===== src/rtl/pe_pkg.sv =====
// Shared definitions for the pe_dbuf processing element: op_in bit positions,
// dataflow mode encoding and the product-sum width helper.
package pe_pkg;

   localparam int OP_WIDTH = 4;
   localparam int OP_MODE  = 3;
   localparam int OP_DRAIN = 2;
   localparam int OP_LOAD  = 1;
   localparam int OP_SWAP  = 0;

   typedef enum logic {
      MODE_WS = 1'b0,
      MODE_OS = 1'b1
   } pe_mode_e;

   // Wide enough for LANES full-scale signed products added together.
   function automatic int psum_width(input int act_w, input int wgt_w, input int lanes);
      return act_w + wgt_w + $clog2(lanes);
   endfunction

endpackage


===== src/rtl/pe_wgt_bank.sv =====
// Double-buffered weight storage: one active bank feeding the multipliers and
// one shadow bank that can be refilled while the active one is in use.
module pe_wgt_bank #(
   parameter int BANK_WIDTH = 32
) (
   input  logic                  clk,
   input  logic                  reset,
   input  logic                  load,
   input  logic                  swap,
   input  logic [BANK_WIDTH-1:0] wgt_data_in,
   output logic [BANK_WIDTH-1:0] active_wgt
);

   logic [BANK_WIDTH-1:0] bank_reg [2];
   logic                  ptr_reg;

   // The shadow bank is chosen by the pointer value before any same-cycle
   // swap, so load+swap publishes the freshly written data next cycle.
   always_ff @(posedge clk) begin
      if (reset) begin
         bank_reg[0] <= '0;
         bank_reg[1] <= '0;
      end else if (load) begin
         bank_reg[~ptr_reg] <= wgt_data_in;
      end
   end

   always_ff @(posedge clk) begin
      if (reset) begin
         ptr_reg <= 1'b0;
      end else if (swap) begin
         ptr_reg <= ~ptr_reg;
      end
   end

   assign active_wgt = bank_reg[ptr_reg];

endmodule


===== src/rtl/pe_dbuf.sv =====
// Two-stage multi-lane MAC processing element with double-buffered weights,
// supporting weight-stationary and output-stationary dataflow.
// Define PE_SAT_EN for saturating accumulation with a sticky sat_flag.
module pe_dbuf
   import pe_pkg::*;
#(
   parameter int ACT_WIDTH    = 8,
   parameter int WGT_WIDTH    = 8,
   parameter int LANES        = 4,
   parameter int PE_OUT_WIDTH = 32
) (
   input  logic                          clk,
   input  logic                          reset,
   input  logic [OP_WIDTH-1:0]           op_in,
   input  logic                          act_valid_in,
   input  logic [LANES*ACT_WIDTH-1:0]    act_data_in,
   input  logic [LANES*WGT_WIDTH-1:0]    wgt_data_in,
   input  logic [PE_OUT_WIDTH-1:0]       result_in,
   output logic [LANES*ACT_WIDTH-1:0]    act_data_out,
   output logic                          act_valid_out,
   output logic [PE_OUT_WIDTH-1:0]       result_out,
   output logic                          sat_flag
);

   localparam int PSUM_W = psum_width(ACT_WIDTH, WGT_WIDTH, LANES);
   localparam int PROD_W = ACT_WIDTH + WGT_WIDTH;
   localparam int VEC_W  = LANES * WGT_WIDTH;

   pe_mode_e                        op_mode;
   logic [VEC_W-1:0]                active_wgt;
   logic [VEC_W-1:0]                mul_wgt;
   logic signed [PROD_W-1:0]        prod [LANES];
   logic signed [PSUM_W-1:0]        psum_next;

   logic signed [PSUM_W-1:0]        psum_reg;
   logic                            s1_valid_reg;
   logic                            s1_drain_reg;
   logic                            s1_live_reg;
   pe_mode_e                        s1_mode_reg;
   logic [LANES*ACT_WIDTH-1:0]      act_data_reg;
   logic                            act_valid_reg;

   logic signed [PE_OUT_WIDTH-1:0]  acc_reg;
   logic signed [PE_OUT_WIDTH-1:0]  acc_next;
   logic signed [PE_OUT_WIDTH-1:0]  add_base;
   logic signed [PE_OUT_WIDTH-1:0]  sum_fit;

   assign op_mode = pe_mode_e'(op_in[OP_MODE]);

   pe_wgt_bank #(
      .BANK_WIDTH (VEC_W)
   ) u_wgt_bank (
      .clk         (clk),
      .reset       (reset),
      .load        (op_in[OP_LOAD]),
      .swap        (op_in[OP_SWAP]),
      .wgt_data_in (wgt_data_in),
      .active_wgt  (active_wgt)
   );

   // OS streams the weight operand alongside the activation; WS uses storage.
   assign mul_wgt = (op_mode == MODE_OS) ? wgt_data_in : active_wgt;

   generate
      for (genvar gi = 0; gi < LANES; gi++) begin : gen_lane
         assign prod[gi] = $signed(act_data_in[gi*ACT_WIDTH +: ACT_WIDTH])
                         * $signed(mul_wgt[gi*WGT_WIDTH +: WGT_WIDTH]);
      end
   endgenerate

   always_comb begin
      psum_next = '0;
      for (int i = 0; i < LANES; i++) begin
         psum_next = psum_next + PSUM_W'(prod[i]);
      end
   end

   // s1_live_reg marks that stage 1 holds a post-reset vector, so the
   // accumulator stays at zero for the first cycle after reset.
   always_ff @(posedge clk) begin
      if (reset) begin
         psum_reg      <= '0;
         s1_valid_reg  <= 1'b0;
         s1_drain_reg  <= 1'b0;
         s1_live_reg   <= 1'b0;
         s1_mode_reg   <= MODE_WS;
         act_data_reg  <= '0;
         act_valid_reg <= 1'b0;
      end else begin
         psum_reg      <= psum_next;
         s1_valid_reg  <= act_valid_in;
         s1_drain_reg  <= op_in[OP_DRAIN];
         s1_live_reg   <= 1'b1;
         s1_mode_reg   <= op_mode;
         act_data_reg  <= act_data_in;
         act_valid_reg <= act_valid_in;
      end
   end

   assign act_data_out  = act_data_reg;
   assign act_valid_out = act_valid_reg;

   assign add_base = (s1_mode_reg == MODE_OS) ? acc_reg : $signed(result_in);

`ifdef PE_SAT_EN
   localparam logic signed [PE_OUT_WIDTH-1:0] ACC_MAX = {1'b0, {(PE_OUT_WIDTH-1){1'b1}}};
   localparam logic signed [PE_OUT_WIDTH-1:0] ACC_MIN = {1'b1, {(PE_OUT_WIDTH-1){1'b0}}};

   logic signed [PE_OUT_WIDTH:0] sum_wide;
   logic                         sum_ovf;
   logic                         sat_set;
   logic                         sat_reg;

   // One guard bit: overflow shows up as disagreement of the top two bits.
   assign sum_wide = {add_base[PE_OUT_WIDTH-1], add_base} + (PE_OUT_WIDTH+1)'(psum_reg);
   assign sum_ovf  = sum_wide[PE_OUT_WIDTH] ^ sum_wide[PE_OUT_WIDTH-1];
   assign sum_fit  = !sum_ovf ? sum_wide[PE_OUT_WIDTH-1:0]
                   : (sum_wide[PE_OUT_WIDTH] ? ACC_MIN : ACC_MAX);
   assign sat_set  = s1_live_reg && !s1_drain_reg && s1_valid_reg && sum_ovf;

   always_ff @(posedge clk) begin
      if (reset) begin
         sat_reg <= 1'b0;
      end else if (sat_set) begin
         sat_reg <= 1'b1;
      end
   end

   assign sat_flag = sat_reg;
`else
   assign sum_fit  = add_base + PE_OUT_WIDTH'(psum_reg);
   assign sat_flag = 1'b0;
`endif

   // Drain overrides accumulation; an empty WS slot still passes result_in.
   always_comb begin
      acc_next = acc_reg;
      if (s1_live_reg) begin
         if (s1_drain_reg) begin
            acc_next = $signed(result_in);
         end else if (s1_valid_reg) begin
            acc_next = sum_fit;
         end else if (s1_mode_reg == MODE_WS) begin
            acc_next = $signed(result_in);
         end
      end
   end

   always_ff @(posedge clk) begin
      if (reset) begin
         acc_reg <= '0;
      end else begin
         acc_reg <= acc_next;
      end
   end

   assign result_out = acc_reg;

endmodule


===== config.mk =====
export PLATFORM = sky130hd
export DESIGN_NAME = pe_dbuf
export DESIGN_NICKNAME = d
export VERILOG_FILES = /design/src/rtl/pe_pkg.sv /design/src/rtl/pe_wgt_bank.sv /design/src/rtl/pe_dbuf.sv
export SDC_FILE = /design/constraint.sdc
export NUM_CORES = 1
export LEC_CHECK = 0
export BUFFER_PORTS_ARGS = -buffer_cell sky130_fd_sc_hd__buf_2
export CAP_MARGIN = 40
export CORE_UTILIZATION = 50
export CTS_CLUSTER_DIAMETER = 80
export DETAILED_ROUTE_END_ITERATION = 16
export PLACE_DENSITY = 0.69
export SYNTH_ARGS = -nofsm -noshare
export SYNTH_HDL_FRONTEND = slang
export SYNTH_SLANG_ARGS = --single-unit
export TNS_END_PERCENT = 10

===== constraint.sdc =====
create_clock -name clk -period 8.7 [get_ports clk]
set_input_delay 0 -clock clk [delete_from_list [all_inputs] [get_ports clk]]
set_output_delay 0 -clock clk [all_outputs]
set_load 0.02 [all_outputs]

Word level (Yosys, flattened, before mapping) --
Memory sizes are Yosys's and may differ from the RTL's. A register that Yosys moved wholly into a read port is not among the register bits. Index checks and enable logic that the tools add are counted.
Storage, ports and cells: flip-flop bits (word level) 87, RAM bits 64, word-level logic and storage cells 34, memories kept 1
Memories:
- u_wgt_bank.bank_reg | words 2, bits a word 32, read ports 1, clocked after Yosys merged registers in 1, wr ports 2, line pe_wgt_bank.sv:14 | logic [BANK_WIDTH-1:0] bank_reg [2];
Operators by class: multiply operators 4, multiplexer cells 15, add/sub/neg operators 4, bitwise operators 1, reduce and logical (&&, ||, !) cells 1
Operator list (count):
- 32-bit 2-to-1 mux | 5
- 8-bit by 8-bit multiplier with 16-bit output | 4
- 32-bit by 18-bit adder with 32-bit output | 1
- 32-bit OR reduction | 1
- 17-bit by 16-bit adder with 18-bit output | 1
- 18-bit by 16-bit adder with 18-bit output | 1
- 16-bit by 16-bit adder with 17-bit output | 1
- 1-bit 2-to-1 mux | 10
- 1-bit NOT | 1

Longest topological paths before layout --
depth in word-level cells 5, gate-level depth with buffers 29, mapped depth without buffers 27

Modules after synthesis --
Synthesis repeated with hierarchy kept, for this count alone.
Unflattened totals: cells, all modules 1986, area total of the unflattened synthesis 19316.0 um2
By module, submodules not included:
- pe_dbuf | cells an instance 1769, area each 16460.8 um2, times used 1, sequential area each 1721.7 um2
- pe_wgt_bank | cells an instance 217, area each 2855.2 um2, times used 1, sequential area each 1961.9 um2

Worst setup path after synthesis --
OpenSTA, ideal clock, no wires.
path kind flip-flop to flip-flop, from register with a tool-made name, to register psum_reg[16], data required time 8579 ps, data arrival time 7759 ps, library setup time 121 ps, path buffers 2, stages on the path, launching flop included 26, setup slack 820 ps, cell sequence dfxtp_1 -> clkbuf_1 -> buf_1 -> mux2i_1 -> nor2_1 -> a21oi_1 -> nor2b_1 -> inv_1 -> fa_1 -> fa_1 -> inv_1 -> fa_1 -> fa_1 -> fa_1 -> fa_1 -> fa_1 -> inv_1 -> fa_1 -> inv_1 -> ha_1 -> or3_1 -> o211a_1 -> a41o_1 -> o41ai_1 -> o21ai_0 -> mux2_2
RTL lines:
- end signal: assignment | line pe_dbuf.sv:90 | psum_reg <= psum_next;
- end: declaration | line pe_dbuf.sv:35 | logic signed [PSUM_W-1:0] psum_reg;

==> qor.txt <==
Status: completed
Vias in the first global route: 15500
Diode count: 0
Post-synth EDFFs: 64
Final antenna-violating net count: 0
Fill count: 3287
Nets: 2804
Met1 Use GR: 33.0%
Hold WC Path Type: in2reg
Most frequent cell after synthesis: inv_1
H-Tree Depth: 4
Initial antenna violation count: 0
Row count: 71
CP peak stage delay: 0.62 ns
Worst-case clock skew: 0.0164 ns
Die area: 39200 um^2
Routed WL: 49.2 mm
Placer Congestion: 0.904
Tmin final: 7.99 ns
Initial Utilization: 50.9%
Grt met2 use: 48.1%
Setup crit start kind: flop
I/O pins: 169
Syn_area_per_cell: 9.60 um^2
Total CTS buffers: 17
CP required: 9.04 ns
Die width: 198 um
Crit Path Max Fanout: 17
Commonest cells post-synth: inv_1, fa_1, nor2b_1
Drt initial violations: 805
First-pass GRT wire length: 80.2 mm
Rel. slew slack: 41.9%
Crit end category: flop
Die Ht: 198 um
GRT met3 Usage: 3.41%
Cell family with most CP delay: adder cells
Overflow after GRT: 0
Library cells used by synthesis: 72
Share of layout cells above drive strength 1: 12.2%
Clk Latency, worst-skew pair: 0.47 ns
Busiest grt layer: met2
Cell mode on critical path: fa_1
# port buffers: 167
# resized after CTS: 0
Synth Register Bits: 152
Synth Warn #: 0
Top post-synthesis cells by area: fa_1, edfxtp_1, dfxtp_1, ha_1, inv_1
Clk pin slew, worst setup/hold paths: 0.06 ns
Max reg flops: 64
DR vias/cell: 5.19
Root buf cell: clkbuf_16
Slowest library cell on the worst path: a21oi_1
GRT Util Overall: 26.7%
CTS Buffer Depth: 2
Pre-antenna DRT Iters: 5
Worst setup path class: reg2reg
Post-synthesis sequential area ratio: 19.2%
Layout area overhead: 15.3%
Dominant cell type by area after synthesis: fa_1
F_max: 125 MHz
Total clock sinks: 152
Synth async-reset ratio: 0%
Synth Flop Type: dfxtp_1
Unrepaired setup endpoints after global routing: false
Residual DRC count: 0
Via count: 14400
TNS Setup: 0 ns
Top-area cell type share of the netlist area: 33.2%
Routed WL per cell: 17.7 um
Buf/Inv on CP: 5
Crit-path cells: buf_4, mux2i_1, nor2_1, a21oi_1, nor2b_1, fa_1, inv_1, fa_1, fa_1, inv_1, fa_1, fa_1, fa_1, fa_1, inv_1, fa_1, inv_1, ha_1, or3_1, o211a_1, a41o_1, o41ai_1, o21ai_0, mux2_2
Post-Syn Area: 19200 um^2
Syn_nets: 2554
Pins over their slew limit: 0
Crit path DAT: 8.33 ns
Pin count of the biggest net entering global routing: 54
Fin. Hold Viols: 0
Tightest Pin Transition: 0.871 ns
Crit share post-route: 91.9%
Gate Count Post-Synth: 2004
Hpwl dp: 39.9 mm
Core area: 37800 um^2
CTS tree: yes
Max-cap violations: 0
# setup viols final: 0
[layout make-up]
class,count,area [um^2],area share [%]
multi-input combinational,1407,13900,62.5
sequential,152,3680,16.6
timing repair buffer,291,2010,9.08
inverter,385,1450,6.52
tap,511,639,2.88
clock buffer,21,440,1.99
clock inverter,11,83.8,0.378
[what timing repair did]
item,in CTS,in global routing
endpoints found under the hold margin,126,0
hold buffers,93,0
setup buffers,0,0
[worst register-to-register path, stage by stage (launching register included)]
cell,delay (ns)
dfxtp_2,0.35
buf_4,0.33
mux2i_1,0.23
nor2_1,0.05
a21oi_1,0.62
nor2b_1,0.14
fa_1,0.52
inv_1,0.05
fa_1,0.48
fa_1,0.54
inv_1,0.05
fa_1,0.52
fa_1,0.58
fa_1,0.45
fa_1,0.50
inv_1,0.05
fa_1,0.47
inv_1,0.04
ha_1,0.31
or3_1,0.33
o211a_1,0.14
a41o_1,0.26
o41ai_1,0.40
o21ai_0,0.19
mux2_2,0.30
[per-layer routing]
layer	up-vias	wire length, um
li1	6810	-
met1	7211	21100
met2	331	25300
met3	56	1730
met4	0	1150
met5	-	0
[final timing paths]
check	startpoint	end	slack [ns]	cells past startpoint
setup / recovery	flop	psum_reg[16]$_SDFF_PP0_	0.71	24
hold / removal	result_in[20]	result_out[20]$_SDFFE_PP0P_	0.02	4
setup reg to reg	flop	psum_reg[16]$_SDFF_PP0_	0.71	24
hold reg to reg	result_out[10]$_SDFFE_PP0P_	result_out[10]$_SDFFE_PP0P_	0.48	2
[placed cells by master, fill, tap and decap left out, types with 15 or more instances in the layout]
master	instances
inv_1	384
fa_1	319
buf_2	166
nor2b_1	142
nand2_1	132
ha_1	128
and2_1	111
nor2_1	100
dlygate4sd3_1	93
dfxtp_1	87
a21oi_1	82
edfxtp_1	64
mux2i_1	43
o21ai_0	38
buf_4	31
mux2_2	28
xnor2_1	28
nand2b_1	26
nor3_1	21
and3_1	17
clkbuf_16	17
o21ai_1	16
o211ai_1	16
a211oi_1	16
or2_2	15
a21o_1	15
[logic make-up after synthesis]
family	Yosys count	synth area share, %
fa+ha+maj	447	41.5
simple gates	604	16.6
mux	72	3.96
compound gates	241	8.09
other cells	1	0.0195
flops	152	19.2
xor+xnor	42	1.91
buf+inv	445	8.76
[metrics by stage]
step           utilization, %  setup WS, ns  cells  cell area, um^2  hold slack (ns)
2_1_floorplan               -         0.820   2004            19200            0.128
3_3_place_gp             54.9         0.883   2652            20700            0.209
3_5_place_dp             54.9         0.768   2653            20700            0.216
4_1_cts                  58.7         0.727   2778            22200          0.00831
5_1_grt                  58.7         0.274   2778            22200           0.0557
6_report                 58.7         0.707   2778            22200           0.0244
Power is not shown: default switching activity piles up to over one toggle a cycle in this logic, so the estimate is an artifact.
